<file path="src/rtl/msft_apb_initiator.sv">
// APB initiator: accepts one command at a time, runs the APB SETUP/ACCESS
// phases and holds the response. Optional ACCESS timeout: define APB_INIT_TIMEOUT_EN.

module msft_apb_initiator #(
    parameter int unsigned TIMEOUT_CYCLES = 255
) (
    input  logic        clk_i,
    input  logic        rstn_i,
    input  logic        cmd_valid_i,
    output logic        cmd_ready_o,
    input  logic [31:0] cmd_addr_i,
    input  logic [31:0] cmd_wdata_i,
    input  logic        cmd_write_i,
    output logic        rsp_valid_o,
    input  logic        rsp_ready_i,
    output logic [31:0] rsp_rdata_o,
    output logic        rsp_err_o,
    output logic        psel_o,
    output logic        penable_o,
    output logic [31:0] paddr_o,
    output logic [31:0] pwdata_o,
    output logic        pwrite_o,
    input  logic [31:0] prdata_i,
    input  logic        pready_i,
    input  logic        psuberr_i,
    output logic        busy_o,
    output logic        timeout_o
);
    // state  | meaning
    // IDLE   | waiting for a command, cmd_ready_o high
    // SETUP  | APB setup phase (psel only), always one cycle
    // ACCESS | APB access phase, waiting for pready_i (or timeout)
    // RESP   | response held until rsp_ready_i

    typedef enum logic [1:0] {
        IDLE   = 2'd0,
        SETUP  = 2'd1,
        ACCESS = 2'd2,
        RESP   = 2'd3
    } state_t;

    state_t      state_q, state_d;
    logic        psel_d, penable_d, pwrite_d, rsp_valid_d, rsp_err_d;
    logic [31:0] paddr_d, pwdata_d, rsp_rdata_d;
    logic        timeout_fire;

    if (TIMEOUT_CYCLES < 1 || TIMEOUT_CYCLES > 255) begin : g_bad_timeout
        $error("TIMEOUT_CYCLES must be within 1..255");
    end

`ifdef APB_INIT_TIMEOUT_EN
    logic [7:0] wait_cnt;
    logic       timeout_q;

    // Fires on the TIMEOUT_CYCLES-th wait cycle; a pready_i on that cycle wins.
    assign timeout_fire = (state_q == ACCESS) && !pready_i &&
                          (wait_cnt == 8'(TIMEOUT_CYCLES - 1));

    always_ff @(posedge clk_i or negedge rstn_i) begin
        if (!rstn_i) begin
            wait_cnt  <= '0;
            timeout_q <= 1'b0;
        end else begin
            timeout_q <= timeout_fire;
            if (state_q == IDLE && cmd_valid_i)
                wait_cnt <= '0;
            else if (state_q == ACCESS && !pready_i)
                wait_cnt <= wait_cnt + 8'd1;
        end
    end

    assign timeout_o = timeout_q;
`else
    assign timeout_fire = 1'b0;
    assign timeout_o    = 1'b0;
`endif

    assign cmd_ready_o = (state_q == IDLE);
    assign busy_o      = (state_q != IDLE);

    always_comb begin
        state_d     = state_q;
        psel_d      = psel_o;
        penable_d   = penable_o;
        paddr_d     = paddr_o;
        pwdata_d    = pwdata_o;
        pwrite_d    = pwrite_o;
        rsp_valid_d = rsp_valid_o;
        rsp_rdata_d = rsp_rdata_o;
        rsp_err_d   = rsp_err_o;
        case (state_q)
            IDLE: begin
                if (cmd_valid_i) begin
                    state_d   = SETUP;
                    paddr_d   = cmd_addr_i;
                    pwdata_d  = cmd_wdata_i;
                    pwrite_d  = cmd_write_i;
                    psel_d    = 1'b1;
                    penable_d = 1'b0;
                end
            end
            SETUP: begin
                state_d   = ACCESS;
                penable_d = 1'b1;
            end
            ACCESS: begin
                if (pready_i) begin
                    state_d     = RESP;
                    psel_d      = 1'b0;
                    penable_d   = 1'b0;
                    rsp_valid_d = 1'b1;
                    rsp_rdata_d = pwrite_o ? 32'h0 : prdata_i;
                    rsp_err_d   = psuberr_i;
                end else if (timeout_fire) begin
                    state_d     = RESP;
                    psel_d      = 1'b0;
                    penable_d   = 1'b0;
                    rsp_valid_d = 1'b1;
                    rsp_rdata_d = 32'h0;
                    rsp_err_d   = 1'b1;
                end
            end
            RESP: begin
                if (rsp_ready_i) begin
                    state_d     = IDLE;
                    rsp_valid_d = 1'b0;
                end
            end
            default: state_d = IDLE;
        endcase
    end

    always_ff @(posedge clk_i or negedge rstn_i) begin
        if (!rstn_i) begin
            state_q     <= IDLE;
            psel_o      <= 1'b0;
            penable_o   <= 1'b0;
            paddr_o     <= '0;
            pwdata_o    <= '0;
            pwrite_o    <= 1'b0;
            rsp_valid_o <= 1'b0;
            rsp_rdata_o <= '0;
            rsp_err_o   <= 1'b0;
        end else begin
            state_q     <= state_d;
            psel_o      <= psel_d;
            penable_o   <= penable_d;
            paddr_o     <= paddr_d;
            pwdata_o    <= pwdata_d;
            pwrite_o    <= pwrite_d;
            rsp_valid_o <= rsp_valid_d;
            rsp_rdata_o <= rsp_rdata_d;
            rsp_err_o   <= rsp_err_d;
        end
    end

endmodule
</file>
<file path="config.mk">
export PLATFORM = sky130hd
export DESIGN_NAME = msft_apb_initiator
export DESIGN_NICKNAME = d
export VERILOG_FILES = /design/src/rtl/msft_apb_initiator.sv
export SDC_FILE = /design/constraint.sdc
export NUM_CORES = 1
export LEC_CHECK = 0
export CAP_MARGIN = 0
export CORE_MARGIN = 10
export CORE_UTILIZATION = 30
export DETAILED_ROUTE_END_ITERATION = 10
export PLACE_DENSITY_LB_ADDON = 0.12
export SETUP_SLACK_MARGIN = 0.02
export SYNTH_ARGS = -nofsm -noshare
export SYNTH_HDL_FRONTEND = slang
export SYNTH_SLANG_ARGS = --single-unit
</file>
<file path="constraint.sdc">
create_clock -name clk_i -period 2 [get_ports clk_i]
set_input_delay 0.4 -clock clk_i [delete_from_list [all_inputs] [get_ports clk_i]]
set_output_delay 0.4 -clock clk_i [all_outputs]
set_load 0.05 [all_outputs]
</file>
After elaboration in Yosys (flattened, before gate mapping). Cells that the tools add are included.

Bits in registers: 103. Output and inout bits: 104. Word-level logic and storage cells: 39.

Equality and inequality tests: 6. Muxes and demuxes: 13. Reductions and logical operators: 11.

Operators with widths (number): 32-bit two-way mux (1); 3-bit AND reduction (4); 2-bit one-hot mux with 4 select lines (1); 2-bit two-way mux (3); 2-bit inequality test, second input constant (3); 2-bit nonzero test (3); 1-bit two-way mux (5); 2-bit equality test, second input constant (2); 1-bit one-hot mux with 2 select lines (2); 2-bit AND reduction (2); 1-bit one-hot mux with 3 select lines (1); 3-bit nonzero test (1); 2-bit by 1-bit equality test with 1-bit output, second input constant (1); 2-bit zero test (1).

Longest topological paths before layout. Gate-level depths: netlist of the first run.

Depth after elaboration: 3. Mapped depth: 7. Gate-level depth less buffers: 5.

Least setup slack after synthesis of the first run. No wires, ideal clock.

Path type: register -> register. Start: register state_q[0]. End: register paddr_o[0]. Library setup time: 0.125 ns. Arrival: 1.509 ns. Required time: 1.875 ns. Setup slack: 0.367 ns. Stages on the path, launching flop included: 7. Cell sequence: dfrtp_1 -> inv_1 -> ha_1 -> nand2_1 -> buf_2 -> buf_2 -> mux2_2.

Cells in the longest elaborated chain, start to end: 2.

RTL lines: from (decl) (line 42) `state_t state_q, state_d;`; from (signal assigned) (line 145) `state_q <= state_d;`; 2-bit zero test (line 91) `case (state_q)`; 2-bit AND reduction (no source line); to (signal assigned) (line 148) `paddr_o <= paddr_d;`; to (decl) (line 20) `output logic [31:0] paddr_o,`.

Every way passes these cells. A chain may end at the register's enable or synchronous reset.

Worst setup path after layout of the first run.
Start: register pwdata_o[21]. End: output port pwdata_o[21].

RTL lines: from (decl) (line 21) `output logic [31:0] pwdata_o,`; from (signal assigned) (line 149) `pwdata_o <= pwdata_d;`.

No word-level cell between the ends.

==> flow_summary.yaml, run 1 <==
global_routing:
  grt_pass1_wl_mm: 17.5
  grtUsageTotal: 0.121
  grt_pass1_vias: 3121
  antenna_found_initial: 0
  grt_start_max_net_pins: 104
  overflow: 0
layout:
  nFillCells: 1183
  layout_common_cells: "clkdlybuf4s50_1, dfrtp_1, mux2_2, o21ai_0"
  nNetsFinal: 626
  drive_above_1_share: 0.210
  final_common_cell: "clkdlybuf4s50_1"
  antennaDiodeCount: 0
  areaGrowthSynthToFinish_pct: 63.4
  post-route-util: 0.504
route:
  drt-vias-per-instance: 4.26
  drtPass1Iterations: 4
  drt_iter0_drc: 96
  finalWirelength_mm: 11.5
  routedWlPerCell_um: 16.5
  antenna_left: 0
  drc_errors: 0
  via_count: 2962
yosys:
  synth_mux_area_frac: 0.192
  ys_ff_latch: 103
  syn_inst: 312
  synth-xor-area-share: 0
  yosysWarnings: 0
  synth_top_family_by_area: "multiplexers"
  synth-adder-area-share: 0.0214
  synth_nets: 422
  yosysSeqAreaShare: 0.629
  yosys.area_share.simple: 0.0809
  synth_compound_area_frac: 0.0501
  post_synth_instance_area_mm2: 0.00410
  synth.avg_cell_area_um2: 13.1
  ys_types: 19
timing:
  fmax_mhz: 518
  drv_slew: 0
  period_needed_ps: 1930
  maxSlewHeadroom: 0.599
  setup_violations: 0
  min_period_over_period: 0.965
  grt_setup_unrepaired: "false"
  tns_ps: 0
  fin_skew_ps: 6.32
  finalHoldViolations: 0
  worst_pin_slew_ps: 602
critical_path:
  r2r-end: "paddr_o[1]$_DFFE_PN0P_"
  timing.rr.start: "state_q[0]$_DFFE_PN0P_"
  required_ps: 1600
  cp-end-kind: "output port"
  path_max_fanout: 2
  path_class: "reg2out"
  cp_slowest_cell: "clkdlybuf4s50_1"
  path_cells: "clkdlybuf4s50_1"
  worstSetupPathDepth: 1
  slowest_delay_ps: 830
  start_kind: "flop"
  cp_top_family: "buffers and inverters"
  arrival_ps: 1530
  rr_worst_depth: 5
  worst-path-buf-inv: 1
  r2r_slack_ps: 290
power_and_ir_drop:
  ir_worst_vdd_uv: 843
  p_sw_mw: 6.31
  p_leak_nw: 2.91
  p_clk_frac: 0.137
  p_seq_frac: 0.270
  p_comb_frac: 0.593
  p_int_mw: 7.18
  switching_share: 0.468
  pwr_density_cell_mw_per_mm2: 2010
clocking:
  cts.sinks: 103
  root_buffer: "clkbuf_16"
  cts_setup_buffers: 0
  htree_num_levels: 3
  path_clk_slew_ps: 70
  cts_tree: "built"
  numCtsBuffers: 9
  clock_path_buffers: 2
  clock_latency_ps: 340
die:
  dieArea_mm2: 0.0187
  ios: 207
  coreArea_mm2: 0.0133
  start_util: 0.308
  dieWidth_um: 137
  die_h_um: 137
  rows: 42
placed_design:
  port_buffers: 205
  hpwl_mm: 8.68
  place_congestion: 0.735
hold_path:
  hold_path.class: "in2async"
outcome:
  status: "finished clean"
flow_run:
  maxCapViolations: 0
-- flip-flops by register name (all words and copies together), names as in the netlist --
name,flops
psel_o,1
pwdata_o,32
penable_o,1
rsp_valid_o,1
rsp_rdata_o,32
rsp_err_o,1
paddr_o,32
state_q,2
pwrite_o,1
-- stage by stage --
step	setup WS [ps]	instance area (µm²)	hold slack (ps)	instances	total power, mW
global placement	107	6380	461	681	11.7
detailed placement	92.6	6380	470	681	11.8
global route	20.3	6700	137	696	14.2
CTS	48.5	6690	150	696	13.7
finish	69.9	6700	75.8	696	13.5
floorplan	367	4100	104	312	8.85
-- synth_stat cells --
library cell / number / area share
a222oi_1: 1 / 0.0024
buf_2: 8 / 0.0098
nand2b_1: 32 / 0.049
nor2_1: 1 / 0.00091
conb_1: 1 / 0.00091
mux2_1: 1 / 0.0027
inv_2: 1 / 0.00091
dfrtp_1: 103 / 0.63
mux2i_1: 2 / 0.0049
a21oi_1: 2 / 0.0024
o21ai_0: 34 / 0.042
o22ai_1: 1 / 0.0015
ha_1: 7 / 0.021
a221oi_1: 1 / 0.0021
buf_4: 1 / 0.0018
nand2_1: 34 / 0.031
mux2_2: 67 / 0.18
inv_1: 6 / 0.0055
clkbuf_1: 9 / 0.0082
-- cell families after synthesis --
group,after synthesis
compound gates,39
fa+ha+maj,7
buf+inv,25
flops,103
mux,70
other cells,1
simple gates,67
-- layer usage --
metal | track usage | part of all wire
met5 | 0 | 0
met2 | 0.199 | 0.50
met4 | 0.0544 | 0.016
met1 | 0.136 | 0.39
met3 | 0.0484 | 0.097
-- power by group through the flow --
stage | combinational, mW | sequential, mW | clock, mW
floorplan | 1.70 | 7.15 | 0
global placement | 8.05 | 3.67 | 0
detailed placement | 8.11 | 3.70 | 0
CTS | 8.12 | 3.67 | 1.93
global route | 8.39 | 3.79 | 2.02
finish | 8.00 | 3.64 | 1.85
-- worst max-delay path by stage --
| stage | to | start | slack (ps) |
|---|---|---|---|
| floorplan | paddr_o[0]$_DFFE_PN0P_ | state_q[0]$_DFFE_PN0P_ | 370 |
| global placement | state_q[1]$_DFFE_PN0P_ | pready_i | 110 |
| detailed placement | state_q[1]$_DFFE_PN0P_ | pready_i | 90 |
| finish | pwdata_o[21] | pwdata_o[21]$_DFFE_PN0P_ | 70 |
| global route | rsp_valid_o | rsp_valid_o$_DFFE_PN0P_ | 20 |
| CTS | rsp_rdata_o[23] | rsp_rdata_o[23]$_DFFE_PN0P_ | 50 |
-- what timing repair did --
item | in CTS | in global routing
gates resized for setup | 0 | 2
endpoints found under the setup margin | 0 | 2
hold buffers | 0 | 0
-- final cells by class --
| class | instances | area, µm² | area share |
|---|---|---|---|
| Clock buffer | 11 | 243 | 0.0362 |
| Clock inverter | 4 | 70.1 | 0.0105 |
| Inverter | 7 | 26.3 | 0.00392 |
| Multi-Input combinational cell | 184 | 1420 | 0.212 |
| Sequential cell | 103 | 2580 | 0.385 |
| Tap cell | 176 | 220 | 0.0329 |
| Timing Repair Buffer | 211 | 2140 | 0.320 |
Power figures use the tool's default switching activity.
==> inputs of run 2 (changes only) <==
Settings changed: DONT_BUFFER_PORTS from default to 1, REMOVE_ABC_BUFFERS from default to 1.
==> run 2 against run 1 <==
The run now ends with negative hold slack left. Via count fell by 24%. Setup slack improved by 84 ps. Clock skew fell by 0.90 ps. Register-to-register slack got worse by 40 ps. Worst hold slack got worse by 330 ps.
==> flow_summary.yaml, run 2 (synthesis gave the netlist of run 1 again) <==
critical_path:
  path_max_fanout: 5
  arrival_ps: 1450
  timing.rr.start: "state_q[0]$_DFFE_PN0P_"
  crit_end: "busy_o"
  startpoint: "state_q[0]$_DFFE_PN0P_"
  cp_slowest_cell: "dfrtp_1"
  start_kind: "flop"
  r2r_slack_ps: 250
  path_cells: "inv_1 > ha_2 > clkinvlp_4"
  r2r-end: "state_q[1]$_DFFE_PN0P_"
  cp-end-kind: "output port"
  path_class: "reg2out"
  required_ps: 1600
  rr_worst_depth: 4
  slowest_delay_ps: 410
timing:
  maxSlewHeadroom: 0.645
  hold_slack_ps: -255
  finalHoldViolations: 103
  min_period_over_period: 0.923
  worst_pin_slew_ps: 532
  grt_setup_unrepaired: "false"
  setup_violations: 0
  drv_slew: 0
  period_needed_ps: 1850
  fin_skew_ps: 5.42
  fmax_mhz: 542
placed_design:
  dp.cells: 479
  port_buffers: 0
  place_congestion: 0.713
  place_area_mm2: 0.00432
  hpwl_mm: 7.56
global_routing:
  antenna_found_initial: 0
  grt_start_max_net_pins: 104
  grtUsageTotal: 0.102
  grt_pass1_wl_mm: 14.6
  overflow: 0
  grt_pass1_vias: 2407
route:
  via_count: 2259
  antenna_left: 0
  drc_errors: 0
  drtPass1Iterations: 4
  drt_iter0_drc: 83
  drt-vias-per-instance: 4.56
  finalWirelength_mm: 9.82
  routedWlPerCell_um: 19.8
clocking:
  numCtsBuffers: 9
  cts_setup_buffers: 0
  clock_latency_ps: 340
  root_buffer: "clkbuf_16"
  cts.sinks: 103
  cts_tree: "built"
  htree_num_levels: 3
  path_clk_slew_ps: 70
  clock_path_buffers: 2
flow_run:
  maxCapViolations: 0
layout:
  nFillCells: 1323
  finalNonFillerCells: 495
  final_common_cell: "dfrtp_1"
  antennaDiodeCount: 0
  areaGrowthSynthToFinish_pct: 13.5
  stdcell_area_mm2: 0.00465
  largestRegisters: "paddr_o x32, pwdata_o x32, rsp_rdata_o x32"
  regArea_mm2: 0.00258
  drive_above_1_share: 0.301
  multi_input_area_mm2: 0.00142
  layout_common_cells: "dfrtp_1, mux2_2, o21ai_0, nand2b_1, nand2_1"
  nNetsFinal: 424
  post-route-util: 0.350
die:
  die_h_um: 137
  dieArea_mm2: 0.0187
  rows: 42
  coreArea_mm2: 0.0133
  ios: 207
  start_util: 0.308
  dieWidth_um: 137
hold_path:
  hold_path.class: "in2async"
outcome:
  violations: "negative hold slack"
  status: "finished with violations"
## run 2: changes by cell type in the layout (fill, tap and decap cells not counted), sizes merged
cell	delta
clkinvlp	+2
buf	-16
dlymetal6s2s	-2
inv	-1
clkdlybuf4s50	-184
## run 2: repair_timing
item | CTS | global route
gates resized for setup | 0 | 2
setup endpoints to repair | 0 | 1
endpoints found under the hold margin | 103 | 103
## run 2: per-layer routing
metal,track usage,up-vias,part of all wire
met5,0,-,0
met4,0.0509,0,0.019
met3,0.0744,13,0.19
met2,0.141,143,0.42
met1,0.115,1060,0.36
li1,-,1043,-
## run 2: cell type report
cell class | count | share of cell area
Sequential cell | 103 | 0.554
Timing Repair Buffer | 9 | 0.0172
Clock buffer | 11 | 0.0522
Tap cell | 176 | 0.0473
Clock inverter | 5 | 0.0175
Inverter | 7 | 0.00645
Multi-Input combinational cell | 184 | 0.305
## run 2: stage by stage
step           TNS (ps)  worst slack (ps)
4_1_cts               0              78.7
5_1_grt               0              44.5
6_report              0               154
2_1_floorplan    -43330              -664
3_5_place_dp          0               244
3_3_place_gp          0               308
## run 2: worst min-delay path by stage
stage / slack (ps) / end
after detailed placement: 110 / paddr_o[11]$_DFFE_PN0P_
after floorplan: 100 / paddr_o[0]$_DFFE_PN0P_
after global placement: 110 / paddr_o[8]$_DFFE_PN0P_
after CTS: -270 / paddr_o[16]$_DFFE_PN0P_
final: -260 / paddr_o[9]$_DFFE_PN0P_
after global routing: -280 / paddr_o[26]$_DFFE_PN0P_
## run 2: worst max-delay path, delay by kind of cell, from the launching register on
| kind | cells | cell delay, ps |
|---|---|---|
| buffers and inverters | 2 | 420 |
| flip-flops | 1 | 410 |
| adder cells (fa/ha/maj) | 1 | 270 |
Power of run 2 is not shown: default switching activity piles up to over one toggle a cycle in this logic, so the estimate is an artifact.
